--- src/rtl/bip_control_if.sv ---
// Bus between the bip_control sequencer and the program memory / datapath.
// master = control unit, slave = program memory + ACC/arith/data-RAM datapath.
interface bip_control_if #(
  parameter int N_BUS  = 16,
  parameter int N_ADDR = 11,
  parameter int N_CNT  = 16
);
  logic              i_start;
  logic [N_BUS-1:0]  i_INSTR;
  logic [N_ADDR-1:0] o_PROG_ADDR;
  logic [N_ADDR-1:0] o_OPERAND;
  logic [1:0]        o_SEL_A;
  logic              o_SEL_B;
  logic              o_OP;
  logic              o_WR_ACC;
  logic              o_WR_RAM;
  logic              o_RD_RAM;
  logic              o_BUSY;
  logic              o_HALT;
  logic [N_CNT-1:0]  o_INSTR_CNT;

  modport master (
    input  i_start, i_INSTR,
    output o_PROG_ADDR, o_OPERAND, o_SEL_A, o_SEL_B, o_OP,
           o_WR_ACC, o_WR_RAM, o_RD_RAM, o_BUSY, o_HALT, o_INSTR_CNT
  );

  modport slave (
    output i_start, i_INSTR,
    input  o_PROG_ADDR, o_OPERAND, o_SEL_A, o_SEL_B, o_OP,
           o_WR_ACC, o_WR_RAM, o_RD_RAM, o_BUSY, o_HALT, o_INSTR_CNT
  );
endinterface

--- src/rtl/bip_control.sv ---
// Control unit of the accumulator CPU: fetch/execute sequencer, instruction
// decoder, program counter and saturating retired-instruction counter.
// One instruction every two cycles (FETCH then EXEC). All datapath strobes
// are decoded combinationally from the program-memory word during EXEC only,
// so an asynchronous reset drops them immediately (no partial write).
module bip_control #(
  parameter int N_BUS    = 16,
  parameter int N_OPCODE = 5,
  parameter int N_ADDR   = N_BUS - N_OPCODE,
  parameter int N_CNT    = 16
) (
  input  logic        i_clk,
  input  logic        i_reset,
  bip_control_if.master bus
);

  typedef enum logic [1:0] {
    S_IDLE  = 2'd0,
    S_FETCH = 2'd1,
    S_EXEC  = 2'd2,
    S_HALT  = 2'd3
  } state_t;

  localparam logic [N_OPCODE-1:0] OP_HLT  = N_OPCODE'(0);
  localparam logic [N_OPCODE-1:0] OP_STO  = N_OPCODE'(1);
  localparam logic [N_OPCODE-1:0] OP_LD   = N_OPCODE'(2);
  localparam logic [N_OPCODE-1:0] OP_LDI  = N_OPCODE'(3);
  localparam logic [N_OPCODE-1:0] OP_ADD  = N_OPCODE'(4);
  localparam logic [N_OPCODE-1:0] OP_ADDI = N_OPCODE'(5);
  localparam logic [N_OPCODE-1:0] OP_SUB  = N_OPCODE'(6);
  localparam logic [N_OPCODE-1:0] OP_SUBI = N_OPCODE'(7);

  // ACC source mux encodings
  localparam logic [1:0] SEL_A_RAM   = 2'd0;
  localparam logic [1:0] SEL_A_IMM   = 2'd1;
  localparam logic [1:0] SEL_A_ARITH = 2'd2;

  // arith B operand encodings
  localparam logic SEL_B_RAM = 1'b0;
  localparam logic SEL_B_IMM = 1'b1;

  // arith op encodings
  localparam logic OP_PLUS  = 1'b0;
  localparam logic OP_MINUS = 1'b1;

  state_t            state_reg;
  state_t            state_next;
  logic [N_ADDR-1:0] pc_reg;
  logic [N_CNT-1:0]  cnt_reg;

  logic [N_OPCODE-1:0] opcode;
  logic [N_ADDR-1:0]   operand_field;
  logic                is_hlt;
  logic                cnt_full;

  logic [N_ADDR-1:0] operand;
  logic [1:0]        sel_a;
  logic              sel_b;
  logic              op;
  logic              wr_acc;
  logic              wr_ram;
  logic              rd_ram;
  logic              busy;
  logic              halt;

  assign opcode        = bus.i_INSTR[N_BUS-1 -: N_OPCODE];
  assign operand_field = bus.i_INSTR[N_ADDR-1:0];
  assign is_hlt        = (opcode == OP_HLT);
  assign cnt_full      = (cnt_reg == {N_CNT{1'b1}});

  // State register; reset aborts any instruction in flight
  always_ff @(posedge i_clk or posedge i_reset) begin
    if (i_reset) begin
      state_reg <= S_IDLE;
    end else begin
      state_reg <= state_next;
    end
  end

  // Next-state logic; i_start only matters when not running
  always_comb begin
    state_next = state_reg;
    case (state_reg)
      S_IDLE:  if (bus.i_start) state_next = S_FETCH;
      S_FETCH: state_next = S_EXEC;
      S_EXEC:  state_next = is_hlt ? S_HALT : S_FETCH;
      S_HALT:  if (bus.i_start) state_next = S_FETCH;
      default: state_next = S_IDLE;
    endcase
  end

  // PC and retired-instruction counter; HLT retires but leaves PC on itself
  always_ff @(posedge i_clk or posedge i_reset) begin
    if (i_reset) begin
      pc_reg  <= '0;
      cnt_reg <= '0;
    end else begin
      case (state_reg)
        S_EXEC: begin
          if (!is_hlt) begin
            pc_reg <= pc_reg + N_ADDR'(1);
          end
          if (!cnt_full) begin
            cnt_reg <= cnt_reg + N_CNT'(1);
          end
        end
        S_IDLE, S_HALT: begin
          if (bus.i_start) begin
            pc_reg  <= '0;
            cnt_reg <= '0;
          end
        end
        default: begin
          pc_reg  <= pc_reg;
          cnt_reg <= cnt_reg;
        end
      endcase
    end
  end

  // Output decode: strobes live for the single EXEC cycle only
  always_comb begin
    operand = '0;
    sel_a   = SEL_A_RAM;
    sel_b   = SEL_B_RAM;
    op      = OP_PLUS;
    wr_acc  = 1'b0;
    wr_ram  = 1'b0;
    rd_ram  = 1'b0;
    busy    = (state_reg == S_FETCH) || (state_reg == S_EXEC);
    halt    = (state_reg == S_HALT);
    if (state_reg == S_EXEC) begin
      operand = operand_field;
      case (opcode)
        OP_STO: begin
          wr_ram = 1'b1;
        end
        OP_LD: begin
          rd_ram = 1'b1;
          sel_a  = SEL_A_RAM;
          wr_acc = 1'b1;
        end
        OP_LDI: begin
          sel_a  = SEL_A_IMM;
          wr_acc = 1'b1;
        end
        OP_ADD: begin
          rd_ram = 1'b1;
          sel_b  = SEL_B_RAM;
          op     = OP_PLUS;
          sel_a  = SEL_A_ARITH;
          wr_acc = 1'b1;
        end
        OP_ADDI: begin
          sel_b  = SEL_B_IMM;
          op     = OP_PLUS;
          sel_a  = SEL_A_ARITH;
          wr_acc = 1'b1;
        end
        OP_SUB: begin
          rd_ram = 1'b1;
          sel_b  = SEL_B_RAM;
          op     = OP_MINUS;
          sel_a  = SEL_A_ARITH;
          wr_acc = 1'b1;
        end
        OP_SUBI: begin
          sel_b  = SEL_B_IMM;
          op     = OP_MINUS;
          sel_a  = SEL_A_ARITH;
          wr_acc = 1'b1;
        end
        default: begin
          // HLT and undefined opcodes drive no strobes
          wr_acc = 1'b0;
        end
      endcase
    end
  end

  assign bus.o_PROG_ADDR = pc_reg;
  assign bus.o_INSTR_CNT = cnt_reg;
  assign bus.o_OPERAND   = operand;
  assign bus.o_SEL_A     = sel_a;
  assign bus.o_SEL_B     = sel_b;
  assign bus.o_OP        = op;
  assign bus.o_WR_ACC    = wr_acc;
  assign bus.o_WR_RAM    = wr_ram;
  assign bus.o_RD_RAM    = rd_ram;
  assign bus.o_BUSY      = busy;
  assign bus.o_HALT      = halt;

endmodule

--- src/flat_wrapper.sv ---
// flat-port wrapper written by rule: the top's interface ports become plain ports
module bip_control_flat 
#(
  parameter int N_BUS    = 16,
  parameter int N_OPCODE = 5,
  parameter int N_ADDR   = N_BUS - N_OPCODE,
  parameter int N_CNT    = 16
)
  (i_clk, i_reset, bus_i_start, bus_i_INSTR, bus_o_PROG_ADDR, bus_o_OPERAND, bus_o_SEL_A, bus_o_SEL_B, bus_o_OP, bus_o_WR_ACC, bus_o_WR_RAM, bus_o_RD_RAM, bus_o_BUSY, bus_o_HALT, bus_o_INSTR_CNT);
  bip_control_if #(.N_BUS(N_BUS), .N_ADDR(N_ADDR), .N_CNT(N_CNT)) bus_i ();
  input  logic i_clk;
  input  logic i_reset;
  input wire logic [$bits(bus_i.i_start)-1:0] bus_i_start;
  input wire logic [$bits(bus_i.i_INSTR)-1:0] bus_i_INSTR;
  output wire logic [$bits(bus_i.o_PROG_ADDR)-1:0] bus_o_PROG_ADDR;
  output wire logic [$bits(bus_i.o_OPERAND)-1:0] bus_o_OPERAND;
  output wire logic [$bits(bus_i.o_SEL_A)-1:0] bus_o_SEL_A;
  output wire logic [$bits(bus_i.o_SEL_B)-1:0] bus_o_SEL_B;
  output wire logic [$bits(bus_i.o_OP)-1:0] bus_o_OP;
  output wire logic [$bits(bus_i.o_WR_ACC)-1:0] bus_o_WR_ACC;
  output wire logic [$bits(bus_i.o_WR_RAM)-1:0] bus_o_WR_RAM;
  output wire logic [$bits(bus_i.o_RD_RAM)-1:0] bus_o_RD_RAM;
  output wire logic [$bits(bus_i.o_BUSY)-1:0] bus_o_BUSY;
  output wire logic [$bits(bus_i.o_HALT)-1:0] bus_o_HALT;
  output wire logic [$bits(bus_i.o_INSTR_CNT)-1:0] bus_o_INSTR_CNT;
  assign bus_i.i_start = bus_i_start;
  assign bus_i.i_INSTR = bus_i_INSTR;
  assign bus_o_PROG_ADDR = bus_i.o_PROG_ADDR;
  assign bus_o_OPERAND = bus_i.o_OPERAND;
  assign bus_o_SEL_A = bus_i.o_SEL_A;
  assign bus_o_SEL_B = bus_i.o_SEL_B;
  assign bus_o_OP = bus_i.o_OP;
  assign bus_o_WR_ACC = bus_i.o_WR_ACC;
  assign bus_o_WR_RAM = bus_i.o_WR_RAM;
  assign bus_o_RD_RAM = bus_i.o_RD_RAM;
  assign bus_o_BUSY = bus_i.o_BUSY;
  assign bus_o_HALT = bus_i.o_HALT;
  assign bus_o_INSTR_CNT = bus_i.o_INSTR_CNT;
  bip_control #(.N_BUS(N_BUS), .N_OPCODE(N_OPCODE), .N_ADDR(N_ADDR), .N_CNT(N_CNT)) u_core (.i_clk(i_clk), .i_reset(i_reset), .bus(bus_i));
endmodule
--- config.mk ---
export PLATFORM = sky130hd
export DESIGN_NAME = bip_control_flat
export DESIGN_NICKNAME = d
export VERILOG_FILES = /design/src/rtl/bip_control_if.sv /design/src/rtl/bip_control.sv /design/src/flat_wrapper.sv
export SDC_FILE = /design/constraint.sdc
export NUM_CORES = 1
export LEC_CHECK = 0
export ABC_AREA = 1
export BUFFER_PORTS_ARGS = -buffer_cell sky130_fd_sc_hd__clkbuf_2
export CAP_MARGIN = 15
export CORE_MARGIN = 3
export CORE_UTILIZATION = 40
export DETAILED_ROUTE_END_ITERATION = 8
export HOLD_SLACK_MARGIN = 0.1
export PLACE_DENSITY = 0.65
export SLEW_MARGIN = 20
export SYNTH_ARGS = -nofsm -noshare
export SYNTH_HDL_FRONTEND = slang
export SYNTH_SLANG_ARGS = --single-unit
--- constraint.sdc ---
create_clock -name i_clk -period 2.15 [get_ports i_clk]
set_clock_uncertainty 0.2 [all_clocks]
set_input_delay 0.215 -clock i_clk [delete_from_list [all_inputs] [get_ports i_clk]]
set_output_delay 0.215 -clock i_clk [all_outputs]
set_load 0.03 [all_outputs]
==> summary.md <==
| Metric | Value |
|---|---|
| Sequential-to-total area share from yosys stat | 0.3625 |
| Chip Height | 76.75 um |
| Drt total wl | slightly below 5000 um |
| Required time of the critical path | between 1.5 and 2 ns |
| Final setup viols | 0 |
| Total core area | between 0.004 and 0.005 mm^2 |
| Syn Nets | about 320 |
| Largest register FFs | 16 |
| Critical Path Fanout Max | 4 |
| Largest net degree at the start of global routing | 30 |
| Clk buf depth | 2 |
| IO Count | 66 |
| Root buffer cell | clkbuf_8 |
| CP Class | register to output port |
| Area leader, netlist | dfrtp_1 |
| CTS Sinks | 29 |
| H-tree levels | 2 |
| Starting Density | 0.4183 |
| Initial antenna violation count | 0 |
| CTS clk-pin slew, worst paths | 0.07 ns |
| Fin area | around 0.0026 mm^2 |
| Buffers on Ports | 65 |
| Worst EP arrival | approximately 1.6 ns |
| Worst setup EP type | output port |
| P per Cell Area | between 1000 and 1500 mW/mm^2 |
| Largest family of logic cells by synthesized area | simple AND/OR/NAND/NOR gates |
| Synth Area in Compound Gates | 0.1106 |
| Layout cells sized above 1 | 0.2708 |
| Largest cells by area after synthesis | dfrtp_1 36%, nand2_1 16%, inv_1 8.1% |
| Synthesized area per cell | approximately 6.7 um^2 |
| Fin crit period | slightly above 2 ns |
| Via count | 2105 |
| Mapped cell area | 0.002002 mm^2 |
| Layout area overhead | 28.31% |
| Die width | 76.75 um |
| Worst skew pair latency | ~0.28 ns |
| Multiplexer share of the synthesized area | 0 |
| Synth cell types | 28 |
| Site Rows | 25 |
| Leakage | 1.329 nW |
| Post-Synth Adder-Cell Area | 0.03125 |
| Gpl congestion | roughly 0.82 |
| Vias in the first global route | 1853 |
| Share of the synthesized area in the top cell type | 0.3625 |
| Die ar. | between 0.005 and 0.006 mm^2 |
| Tcrit/Tclk final | 0.9419 |
| Routed wirelength normalized by instance count | roughly 11 um |
| Hold Vio Cnt, Final | 0 |
| Post-synthesis simple-gate area fraction | 0.3819 |
| Diodes inserted | 0 |
| Rel. slew slack | 0.7488 |
| Mapped Cells | ~300 |
| Vias per cell | between 4 and 5 |
| Path type of the worst min-delay path | input pin to async pin |
| Worst reg-to-reg path cell count | 8 |
| First-pass GRT wire length | just under 9000 um |
| CTS tree | done |
| RSZ-0062 raised after global routing | false |
| Detail Route Antenna Nets | 0 |
| Placed cell area | ~0.0024 mm^2 |
| Tot GR Track Use | 0.1816 |
| Congestion Overflow GR | 0 |
| Hold_ws | around 0.33 ns |
| Util after Layout | 0.5367 |
| Number of DRC markers in iteration 0 | 125 |
| Nets | about 400 |
| Max Cap Viol | 0 |
| Startpoint Class | register |
| Synth Warn # | 0 |
| F_max | between 400 and 500 MHz |
| Worst vdd ir | a little under 0.0007 V |
| Slew Limit Fails | 0 |
| XOR/XNOR Fraction of Synth Area | 0.008750 |
| Dpl hpwl | ~3800 um |
| TritonRoute pass-1 iters | 4 |
| Worst-Margin Slew | roughly 0.38 ns |
| Number of CTS-inserted buffers | 5 |
| Drt drc | 0 |
| Seq cells post-synth | 29 |
| Status | complete, no violations |
[where the power goes]
| group | leakage (nW) | switching, mW | internal [mW] |
|---|---|---|---|
| registers | 0.396 | 0.112 | 0.628 |
| clock network | 0.0542 | 0.219 | 0.289 |
| logic | 0.880 | 1.10 | 0.455 |
| total | 1.33 | 1.43 | 1.37 |
[what timing repair did]
item | 4_1_cts | 5_1_grt
pin swaps | 1 | 0
endpoints found under the setup margin | 3 | 3
endpoints found under the hold margin | 31 | 0
resized for setup | 4 | 8
hold buffers | 2 | 0
setup buffers | 1 | 0
[Yosys cell counts]
cell type,count
o21ai_0,17
o21bai_1,4
dfrtp_1,29
buf_6,3
inv_2,2
o21ai_1,8
o211ai_1,1
nor2_1,32
nor2_2,6
a2111oi_0,1
clkbuf_1,1
nand2_2,4
a31oi_1,1
a21oi_1,4
nand3b_1,1
nand4_1,12
or2_2,4
inv_1,43
nor2_4,2
xor2_1,2
a21o_1,1
nand2_1,87
a22o_1,1
buf_1,1
o21a_1,1
ha_1,5
nand3_1,23
nor3_1,2
[per-stage QoR]
step / total power, mW / setup TNS [ns] / std cells / worst slack, ns
after floorplan: 1.924 / -0.01003 / 298 / -0.005016
after global placement: 2.239 / 0 / 429 / 0.2443
after detailed placement: 2.248 / 0 / 429 / 0.1875
after CTS: 2.793 / 0 / 440 / 0.01569
after global routing: 3.056 / 0 / 440 / 0.007675
final: 2.802 / 0 / 440 / 0.1250
[path summary, 6_finish.rpt]
path,slack (ns),endpoint,from
setup / recovery,0.13,bus_o_SEL_B,u_core.state_reg[0]
hold / removal,0.33,u_core.bus.o_INSTR_CNT[5],i_reset
setup reg to reg,0.30,u_core.bus.o_INSTR_CNT[13],u_core.bus.o_INSTR_CNT[0]
hold reg to reg,0.36,u_core.bus.o_INSTR_CNT[1],u_core.bus.o_INSTR_CNT[1]
max in group asynchronous,1.15,u_core.state_reg[0],i_reset
min in group i_clk,0.34,u_core.bus.o_PROG_ADDR[8],bus_i_INSTR[15]
[layout by cell type, fill, tap and decap left out, drive strengths merged, types with 4 or more instances in the layout]
cell    synthesis  final
nand2          91     91
nand3          23     23
o21bai          4      4
buf             4      8
or2             4      4
ha              5      5
nor2           40     40
a21oi           4      4
nand4          12     12
o21ai          25     25
inv            45     45
clkbuf          1     69
dfrtp          29     29
[layout make-up]
type                       instances  area [um^2]
inverter                          45        168.9
sequential                        29        725.7
clock inverter                     1        5.005
clock buffer                       7        96.34
tap                               67        83.83
fill                             493         2217
timing repair buffer              72        394.1
multi-input combinational        219         1095
[kinds of logic (layout without fill, tap and decap cells)]
kind of cell / after synthesis / in the layout
AOI/OAI and AO/OA: 39 / 39
xor gates and xnor gates: 2 / 2
adders and majority gates: 5 / 5
buffers and inverters: 50 / 125
DFF: 29 / 29
and+or+nand+nor: 173 / 173
[layer usage]
layer / vias up / part of all wire / track usage / routed length, um
li1: 1102 / - / - / -
met1: 918 / 0.47 / 0.2524 / 2328
met2: 77 / 0.45 / 0.2761 / 2234
met3: 8 / 0.065 / 0.03991 / 325
met4: 0 / 0.015 / 0.06522 / 73
met5: - / 0 / 0 / 0
[critical path: stages (launching register included)]
cell and delay [ns]:
dfrtp_1 0.39, inv_2 0.07, ha_4 0.15, inv_1 0.08, nor2_4 0.13, inv_1 0.08
nor2_2 0.12, inv_1 0.07, nor2_1 0.09, buf_4 0.16
(Power assumes the default switching activity.)
